**config.mk**
```make
export PLATFORM = sky130hd
export DESIGN_NAME = vc_sram_req_adapter_flat
export DESIGN_NICKNAME = d
export VERILOG_FILES = /design/src/rtl/vc_sram_req_adapter_if.sv /design/src/rtl/vc_sram_req_adapter.sv /design/src/flat_wrapper.sv
export SDC_FILE = /design/constraint.sdc
export NUM_CORES = 1
export LEC_CHECK = 0
export ABC_AREA = 1
export BUFFER_PORTS_ARGS = -buffer_cell sky130_fd_sc_hd__buf_2
export CORE_MARGIN = 3
export CORE_UTILIZATION = 45
export CTS_BUF_LIST = sky130_fd_sc_hd__clkbuf_4 sky130_fd_sc_hd__clkbuf_8 sky130_fd_sc_hd__clkbuf_16
export CTS_CLUSTER_SIZE = 30
export DETAILED_ROUTE_END_ITERATION = 8
export PLACE_DENSITY_LB_ADDON = 0.05
export SLEW_MARGIN = 10
export SYNTH_ARGS = -nofsm -noshare
export SYNTH_HDL_FRONTEND = slang
export SYNTH_SLANG_ARGS = --single-unit
```
**constraint.sdc**
```tcl
create_clock -name clk -period 2.9 [get_ports clk]
set_clock_uncertainty 0.05 [all_clocks]
set_input_delay 0.58 -clock clk [delete_from_list [all_inputs] [get_ports clk]]
set_output_delay 0.58 -clock clk [all_outputs]
set_load 0.005 [all_outputs]
```
**src/rtl/vc_sram_req_adapter_if.sv**
```systemverilog
// Memory request/response port and SRAM-side port of vc_sram_req_adapter.
// The slave modport is the adapter's view; master is the client/array side.
interface vc_sram_req_adapter_if #(
  parameter int p_data_nbits  = 32,
  parameter int p_num_entries = 256
);
  localparam int c_addr_nbits  = $clog2(p_num_entries);
  localparam int c_data_nbytes = (p_data_nbits + 7) / 8;

  logic                     req_val;
  logic                     req_rdy;
  logic                     req_type;
  logic [c_addr_nbits-1:0]  req_addr;
  logic [p_data_nbits-1:0]  req_data;
  logic [c_data_nbytes-1:0] req_byte_en;

  logic                     resp_val;
  logic                     resp_rdy;
  logic                     resp_type;
  logic [p_data_nbits-1:0]  resp_data;

  logic                     sram_read_en;
  logic [c_addr_nbits-1:0]  sram_read_addr;
  logic [p_data_nbits-1:0]  sram_read_data;
  logic                     sram_write_en;
  logic [c_data_nbytes-1:0] sram_write_byte_en;
  logic [c_addr_nbits-1:0]  sram_write_addr;
  logic [p_data_nbits-1:0]  sram_write_data;

  modport slave (
    input  req_val, req_type, req_addr, req_data, req_byte_en,
    input  resp_rdy, sram_read_data,
    output req_rdy, resp_val, resp_type, resp_data,
    output sram_read_en, sram_read_addr,
    output sram_write_en, sram_write_byte_en,
    output sram_write_addr, sram_write_data
  );

  modport master (
    output req_val, req_type, req_addr, req_data, req_byte_en,
    output resp_rdy, sram_read_data,
    input  req_rdy, resp_val, resp_type, resp_data,
    input  sram_read_en, sram_read_addr,
    input  sram_write_en, sram_write_byte_en,
    input  sram_write_addr, sram_write_data
  );
endinterface

```
**src/rtl/vc_sram_req_adapter.sv**
```systemverilog
// Val/rdy front end for a 1rw synchronous SRAM with a 3-entry
// in-order response queue that never drops read data.
module vc_sram_req_adapter #(
  parameter int p_data_nbits  = 32,
  parameter int p_num_entries = 256
) (
  input logic                   clk,
  input logic                   reset,
  vc_sram_req_adapter_if.slave  bus
);

  logic                    fire;
  logic                    enq;
  logic                    deq;
  logic [2:0]              credit;

  logic                    s1_val_q, s1_val_d;
  logic                    s1_type_q, s1_type_d;
  logic [1:0]              enq_ptr_q, enq_ptr_d;
  logic [1:0]              deq_ptr_q, deq_ptr_d;
  logic [1:0]              count_q, count_d;
  logic                    q_type_q [3];
  logic                    q_type_d [3];
  logic [p_data_nbits-1:0] q_data_q [3];
  logic [p_data_nbits-1:0] q_data_d [3];

  function automatic logic [1:0] ptr_inc(input logic [1:0] p);
    return (p == 2'd2) ? 2'd0 : p + 2'd1;
  endfunction

  // Credit covers both queued entries and the one in flight in S1
  assign credit      = {1'b0, count_q} + {2'b0, s1_val_q};
  assign bus.req_rdy = !reset && (credit < 3'd3);
  assign fire        = bus.req_val && bus.req_rdy;

  assign bus.sram_read_en       = fire && !bus.req_type;
  assign bus.sram_write_en      = fire && bus.req_type;
  assign bus.sram_read_addr     = bus.req_addr;
  assign bus.sram_write_addr    = bus.req_addr;
  assign bus.sram_write_data    = bus.req_data;
  assign bus.sram_write_byte_en = bus.req_byte_en;

  assign enq           = s1_val_q;
  assign bus.resp_val  = (count_q != 2'd0);
  assign bus.resp_type = q_type_q[deq_ptr_q];
  assign bus.resp_data = q_data_q[deq_ptr_q];
  assign deq           = bus.resp_val && bus.resp_rdy;

  always_comb begin
    s1_val_d  = fire;
    s1_type_d = bus.req_type;
    enq_ptr_d = enq_ptr_q;
    deq_ptr_d = deq_ptr_q;
    count_d   = count_q;
    q_type_d  = q_type_q;
    q_data_d  = q_data_q;
    if (enq) begin
      q_type_d[enq_ptr_q] = s1_type_q;
      q_data_d[enq_ptr_q] = s1_type_q ? '0 : bus.sram_read_data;
      enq_ptr_d           = ptr_inc(enq_ptr_q);
    end
    if (deq)
      deq_ptr_d = ptr_inc(deq_ptr_q);
    if (enq && !deq)
      count_d = count_q + 2'd1;
    else if (!enq && deq)
      count_d = count_q - 2'd1;
  end

  always_ff @(posedge clk) begin
    if (reset) begin
      s1_val_q  <= 1'b0;
      enq_ptr_q <= 2'd0;
      deq_ptr_q <= 2'd0;
      count_q   <= 2'd0;
    end else begin
      s1_val_q  <= s1_val_d;
      enq_ptr_q <= enq_ptr_d;
      deq_ptr_q <= deq_ptr_d;
      count_q   <= count_d;
    end
  end

  // Payload storage is only read when its slot is counted valid
  always_ff @(posedge clk) begin
    s1_type_q <= s1_type_d;
    q_type_q  <= q_type_d;
    q_data_q  <= q_data_d;
  end

  always_ff @(posedge clk) begin
    if (!reset) begin
      assert (!$isunknown(bus.req_val));
      assert (!$isunknown(bus.resp_rdy));
      if (fire && bus.req_type) begin
        assert (!$isunknown(bus.req_addr));
        assert (!$isunknown(bus.req_byte_en));
      end
      if (fire)
        assert (32'(bus.req_addr) < 32'(p_num_entries));
      assert (!(enq && count_q == 2'd3));
    end
  end

endmodule

```
**src/flat_wrapper.sv**
```systemverilog
// flat-port wrapper written by rule: the top's interface ports become plain ports
module vc_sram_req_adapter_flat 
#(
  parameter int p_data_nbits  = 32,
  parameter int p_num_entries = 256
)
  (clk, reset, bus_req_val, bus_req_type, bus_req_addr, bus_req_data, bus_req_byte_en, bus_resp_rdy, bus_sram_read_data, bus_req_rdy, bus_resp_val, bus_resp_type, bus_resp_data, bus_sram_read_en, bus_sram_read_addr, bus_sram_write_en, bus_sram_write_byte_en, bus_sram_write_addr, bus_sram_write_data);
  vc_sram_req_adapter_if #(.p_data_nbits(p_data_nbits), .p_num_entries(p_num_entries)) bus_i ();
  input logic clk;
  input logic reset;
  input wire logic [$bits(bus_i.req_val)-1:0] bus_req_val;
  input wire logic [$bits(bus_i.req_type)-1:0] bus_req_type;
  input wire logic [$bits(bus_i.req_addr)-1:0] bus_req_addr;
  input wire logic [$bits(bus_i.req_data)-1:0] bus_req_data;
  input wire logic [$bits(bus_i.req_byte_en)-1:0] bus_req_byte_en;
  input wire logic [$bits(bus_i.resp_rdy)-1:0] bus_resp_rdy;
  input wire logic [$bits(bus_i.sram_read_data)-1:0] bus_sram_read_data;
  output wire logic [$bits(bus_i.req_rdy)-1:0] bus_req_rdy;
  output wire logic [$bits(bus_i.resp_val)-1:0] bus_resp_val;
  output wire logic [$bits(bus_i.resp_type)-1:0] bus_resp_type;
  output wire logic [$bits(bus_i.resp_data)-1:0] bus_resp_data;
  output wire logic [$bits(bus_i.sram_read_en)-1:0] bus_sram_read_en;
  output wire logic [$bits(bus_i.sram_read_addr)-1:0] bus_sram_read_addr;
  output wire logic [$bits(bus_i.sram_write_en)-1:0] bus_sram_write_en;
  output wire logic [$bits(bus_i.sram_write_byte_en)-1:0] bus_sram_write_byte_en;
  output wire logic [$bits(bus_i.sram_write_addr)-1:0] bus_sram_write_addr;
  output wire logic [$bits(bus_i.sram_write_data)-1:0] bus_sram_write_data;
  assign bus_i.req_val = bus_req_val;
  assign bus_i.req_type = bus_req_type;
  assign bus_i.req_addr = bus_req_addr;
  assign bus_i.req_data = bus_req_data;
  assign bus_i.req_byte_en = bus_req_byte_en;
  assign bus_i.resp_rdy = bus_resp_rdy;
  assign bus_i.sram_read_data = bus_sram_read_data;
  assign bus_req_rdy = bus_i.req_rdy;
  assign bus_resp_val = bus_i.resp_val;
  assign bus_resp_type = bus_i.resp_type;
  assign bus_resp_data = bus_i.resp_data;
  assign bus_sram_read_en = bus_i.sram_read_en;
  assign bus_sram_read_addr = bus_i.sram_read_addr;
  assign bus_sram_write_en = bus_i.sram_write_en;
  assign bus_sram_write_byte_en = bus_i.sram_write_byte_en;
  assign bus_sram_write_addr = bus_i.sram_write_addr;
  assign bus_sram_write_data = bus_i.sram_write_data;
  vc_sram_req_adapter #(.p_data_nbits(p_data_nbits), .p_num_entries(p_num_entries)) u_core (.clk(clk), .reset(reset), .bus(bus_i));
endmodule
```
# Yosys cells after proc, flatten, opt, wreduce, memory -nomap -nowiden
# Index checks and enable logic that the tools add are counted.
# op_classes
add_sub_neg	5
n_lt_le_gt_ge	4
eq_ne	2
n_mux	17
bitwise	2
reduce_logical	14
# ops
operator	n
$mux W32	4
$bwmux W96	1
$bmux W32 S2	1
$demux W32 S2	1
$logic_and A1 B1 Y1	8
$mux W2	4
$add A2 B1 Y2 const B	3
$ge A3 B3 Y1 const B	2
$not A2 Y3	2
$eq A2 B2 Y1 const B	2
$logic_not A1 Y1	4
$reduce_bool A2 Y1	2
$add A2 B1 Y3	1
$bwmux W3	1
$lt A3 B1 Y1 const B	1
$lt A3 B2 Y1 const B	1
$mux W1	3
$bmux W1 S2	1
$demux W1 S2	1
$sub A2 B1 Y2 const B	1
# totals
regBits	107
input_bits	81
out_inout_bits	89

# Longest topological paths before layout
# logic_depth
depth_word	6
depth_mapped	10
mapped_depth_nobuf	10

# Worst setup path after synthesis
# OpenSTA, ideal clock, no wires.
# synth_path
kind	register -> register
startpoint	reg u_core.s1_val_q (netlist: u_core.enq)
endpoint	reg u_core.q_data_q[0] (netlist bit), enable pin
setup_time_ps	464
t_arrival_ps	2714
required_time_ps	2386
slack_ps	-328
stages_incl_launch_ff	3
n_path_buf	0
synth_period_minus_slack_ps	3228
path_cell_list	dfxtp_1 -> inv_1 -> nor3_1
# synth_rtl
item	line_no	text
start: declaration	vc_sram_req_adapter.sv:17	logic s1_val_q, s1_val_d;
start signal: assignment	vc_sram_req_adapter.sv:77	s1_val_q <= s1_val_d;
end signal: assignment	vc_sram_req_adapter.sv:88	q_data_q <= q_data_d;
end: declaration	vc_sram_req_adapter.sv:24	logic [p_data_nbits-1:0] q_data_q [3];
# No word-level cell between the ends.

# Worst setup path in the final report
# layout_path
startpoint	reg u_core.deq_ptr_q[0]
endpoint	out bus_resp_data[17]
# layout_between
elab_chain_cells	4
# layout_rtl
item	line_no	text
start: declaration	vc_sram_req_adapter.sv:20	logic [1:0] deq_ptr_q, deq_ptr_d;
start signal: assignment	vc_sram_req_adapter.sv:79	deq_ptr_q <= deq_ptr_d;
$not A2 Y3 (implied by the code)	vc_sram_req_adapter.sv:46	assign bus.resp_data = q_data_q[deq_ptr_q];
$bmux W32 S2	vc_sram_req_adapter.sv:46	
$mux W32 (implied by the code) (2 in series)	vc_sram_req_adapter.sv:46	
end: declaration	flat_wrapper.sv:21	output wire logic [$bits(bus_i.resp_data)-1:0] bus_resp_data;
# Every way passes these cells. The select of a mux whose other input is x is not followed.

==> run summary <==
* **final global-route overflow total** 0
* **Clock Path Buffers** 2
* **post-route DRC violation count** 0
* **Max Freq** 413 MHz
* **area of the core region** 9910 um2
* **number of placement rows** 36
* **global-route wire length before repair** 14.7 mm
* **source-to-sink clock delay at the later pin of the worst-skew pair** 360 ps
* **Critical path buffers and inverters** 3
* **Antenna Nets Post-Route** 0
* **global placer's final weighted congestion** 0.782
* **Avg Cell Area, Syn** 11.0 um2
* **number of buffers inserted to repair setup after CTS** 0
* **hold_sp** bus_req_type
* **detail-routed via count per cell** 4.75
* **Detailed Route Iter0 Violations** 107
* **TritonCTS buffer count** 9
* **number of failing setup endpoints in the final timing report** 0
* **setup tns final** 0 ps
* **most common cell after layout, fill and taps aside** sky130_fd_sc_hd__nand2_1
* **power density cells** 651 nW/um2
* **I/O Buffers** 73
* **H-tree depth** 3
* **CTS-repair resized insts** 0
* **worst min-delay path category** in -> reg
* **share of post-route cells with drive strength above 1** 23.2%
* **number of buffers added to fix hold violations after cts** 0
* **clock transition time at the flip-flop clock pins of the worst setup and hold paths** 100 ps
* **most frequent cells in the layout** sky130_fd_sc_hd__nand2_1, sky130_fd_sc_hd__edfxtp_1, sky130_fd_sc_hd__buf_2
* **run status** completed
* **setup repair after global routing missed its margin** no
* **type of destination of the critical path** output port
* **floorplan die height** 107 um
* **critical path's slowest cell** sky130_fd_sc_hd__dfxtp_1
* **number of failing hold endpoints at the final stage** 0
* **nets@finish** 536
* **vias in the first global route** 2822
* **Critical R2R Launch** u_core.count_q[0]
* **Worst R2R Setup Slack** 1420 ps
* **clock tree from TritonCTS** built
* **Data arrival, critical path** 1790 ps
* **minimum clock period after layout** 2420 ps
* **Sink Count** 107
* **Worst VDD drop** 0.248 mV
* **startpoint type of the worst setup path** flop
* **critical path peak fanout** 19
* **Max Cap Viol** 0
* **half-perimeter wire length of the detailed placement result** 6.37 mm
* **root cell of the clock tree** sky130_fd_sc_hd__clkbuf_8
* **critical path, cell by cell** inv_2, nor2_4, buf_12, nand2_1, nand3_1, buf_2
* **initial antenna violation count** 0
* **WL/cell** 16.1 um
* **# IOs** 170
* **GRT Total Usage** 17.1%
* **core occupancy in the finished layout** 50.6%
* **Tcrit/Tclk final** 83.5%
* **Cell variety after synth** 18
* **gate count after technology mapping** 420
* **final-layout worst hold slack** 291 ps
* **tightest slew margin relative to the limit** 65.0%
* **starting density of the core** 46.8%
* **Leak Pwr** 2.09 nW
* **Yosys warnings** 0
* **data required time at the worst endpoint** 2270 ps
* **pin slew with the least headroom to its limit** 524 ps
* **Chip Width** 107 um
* **delay of the slowest critical-path stage** 480 ps
* **total nets after synthesis** 504
* **Post-Synthesis Cell Area** 4630 um2
* **length of the first detailed-routing pass in iterations** 4
* **pin count of the biggest net entering global routing** 36
* **overall via count from detail_route** 2802
* **number of synthesized register bits** 107
* **worst setup path startpoint** u_core.deq_ptr_q[0]
* **Final Slew Violations** 0
* **Crit Path Class** reg -> out
* **area growth from synthesis to final layout** 8.32%
* **Die Area** 11500 um2
* **DRT Wirelength** 9.49 mm
* **CP delay by family, top** simple AND/OR/NAND/NOR gates
* **register area share after synthesis** 67.6%
* **Ant. Diodes** 0
-- stage by stage --
step / cells / worst slack [ps] / power [mW] / instance area, um2
floorplan: 420 / 687 / 2.20 / 4640
global placement: 574 / 878 / 2.40 / 4820
detailed placement: 574 / 858 / 2.40 / 4820
CTS: 590 / 442 / 3.31 / 5020
global route: 590 / 295 / 3.45 / 5020
finish: 590 / 479 / 3.27 / 5020
-- path summary, 6_finish.rpt --
path	to	cells past startpoint
worst max-delay path	bus_resp_data[17]	6
worst min-delay path	u_core.s1_type_q	1
worst max register to register	u_core.count_q[1]	9
worst min register to register	u_core.enq_ptr_q[1]	2
-- sequential cells by signal (all words and copies together), names as in the netlist --
signal            cells
u_core.q_data_q      96
u_core.q_type_q       3
u_core.count_q        2
u_core.deq_ptr_q      2
u_core.enq_ptr_q      2
u_core.enq            1
u_core.s1_type_q      1
-- cells in the mapped netlist --
cell type / n / area, um2
sky130_fd_sc_hd__nor2_1: 36 / 135
sky130_fd_sc_hd__nand2_1: 114 / 428
sky130_fd_sc_hd__ha_1: 3 / 37.5
sky130_fd_sc_hd__edfxtp_1: 99 / 2970
sky130_fd_sc_hd__nand4_1: 1 / 6.26
sky130_fd_sc_hd__a21oi_1: 5 / 25.0
sky130_fd_sc_hd__inv_1: 47 / 176
sky130_fd_sc_hd__o21ai_0: 1 / 5.00
sky130_fd_sc_hd__nor3_1: 1 / 5.00
sky130_fd_sc_hd__nor2_2: 1 / 6.26
sky130_fd_sc_hd__nand3_1: 36 / 180
sky130_fd_sc_hd__buf_4: 52 / 390
sky130_fd_sc_hd__inv_2: 2 / 7.51
sky130_fd_sc_hd__buf_6: 3 / 33.8
sky130_fd_sc_hd__dfxtp_1: 8 / 160
sky130_fd_sc_hd__buf_2: 6 / 30.0
sky130_fd_sc_hd__clkbuf_1: 3 / 11.3
sky130_fd_sc_hd__nor2_4: 2 / 22.5
-- layer usage --
metal  GRT usage (%)  wire, um
met1            20.7      3860
met2            28.9      4670
met3            3.90       624
met4            8.39       337
met5               0         0
-- cell families after synthesis --
family                     count (synthesis)  synth area share [%]
DFF                                      107                  67.6
and+or+nand+nor                          191                  16.9
AOI/OAI and AO/OA                          6                 0.648
buffers and inverters                    113                  14.0
adders and majority gates                  3                 0.810
-- worst register-to-register path: stages (launching register included) --
cell and delay [ps]:
sky130_fd_sc_hd__dfxtp_1 370, sky130_fd_sc_hd__inv_1 90, sky130_fd_sc_hd__nand2_1 80, sky130_fd_sc_hd__nand2_1 130
sky130_fd_sc_hd__ha_1 360, sky130_fd_sc_hd__inv_1 80, sky130_fd_sc_hd__nand3_1 90, sky130_fd_sc_hd__nand2_1 60
sky130_fd_sc_hd__inv_1 30, sky130_fd_sc_hd__nor2_1 80
-- report_power, final --
group / leakage (nW) / switching [mW] / total (mW) / internal (mW)
Sequential: 0.983 / 0.0312 / 1.79 / 1.76
Combinational: 1.02 / 0.333 / 0.558 / 0.226
Clock: 0.0914 / 0.511 / 0.917 / 0.405
-- layout make-up --
cell class              instances  area [um2]
repair buffers                 85         468
multi-input cells             200         867
flip-flops and latches        107        3130
clock buffers                   9         124
inverters                      49         184
well taps                     133         166
fillers                       940        4890
clock inverters                 7        76.3
(Power assumes the default switching activity.)
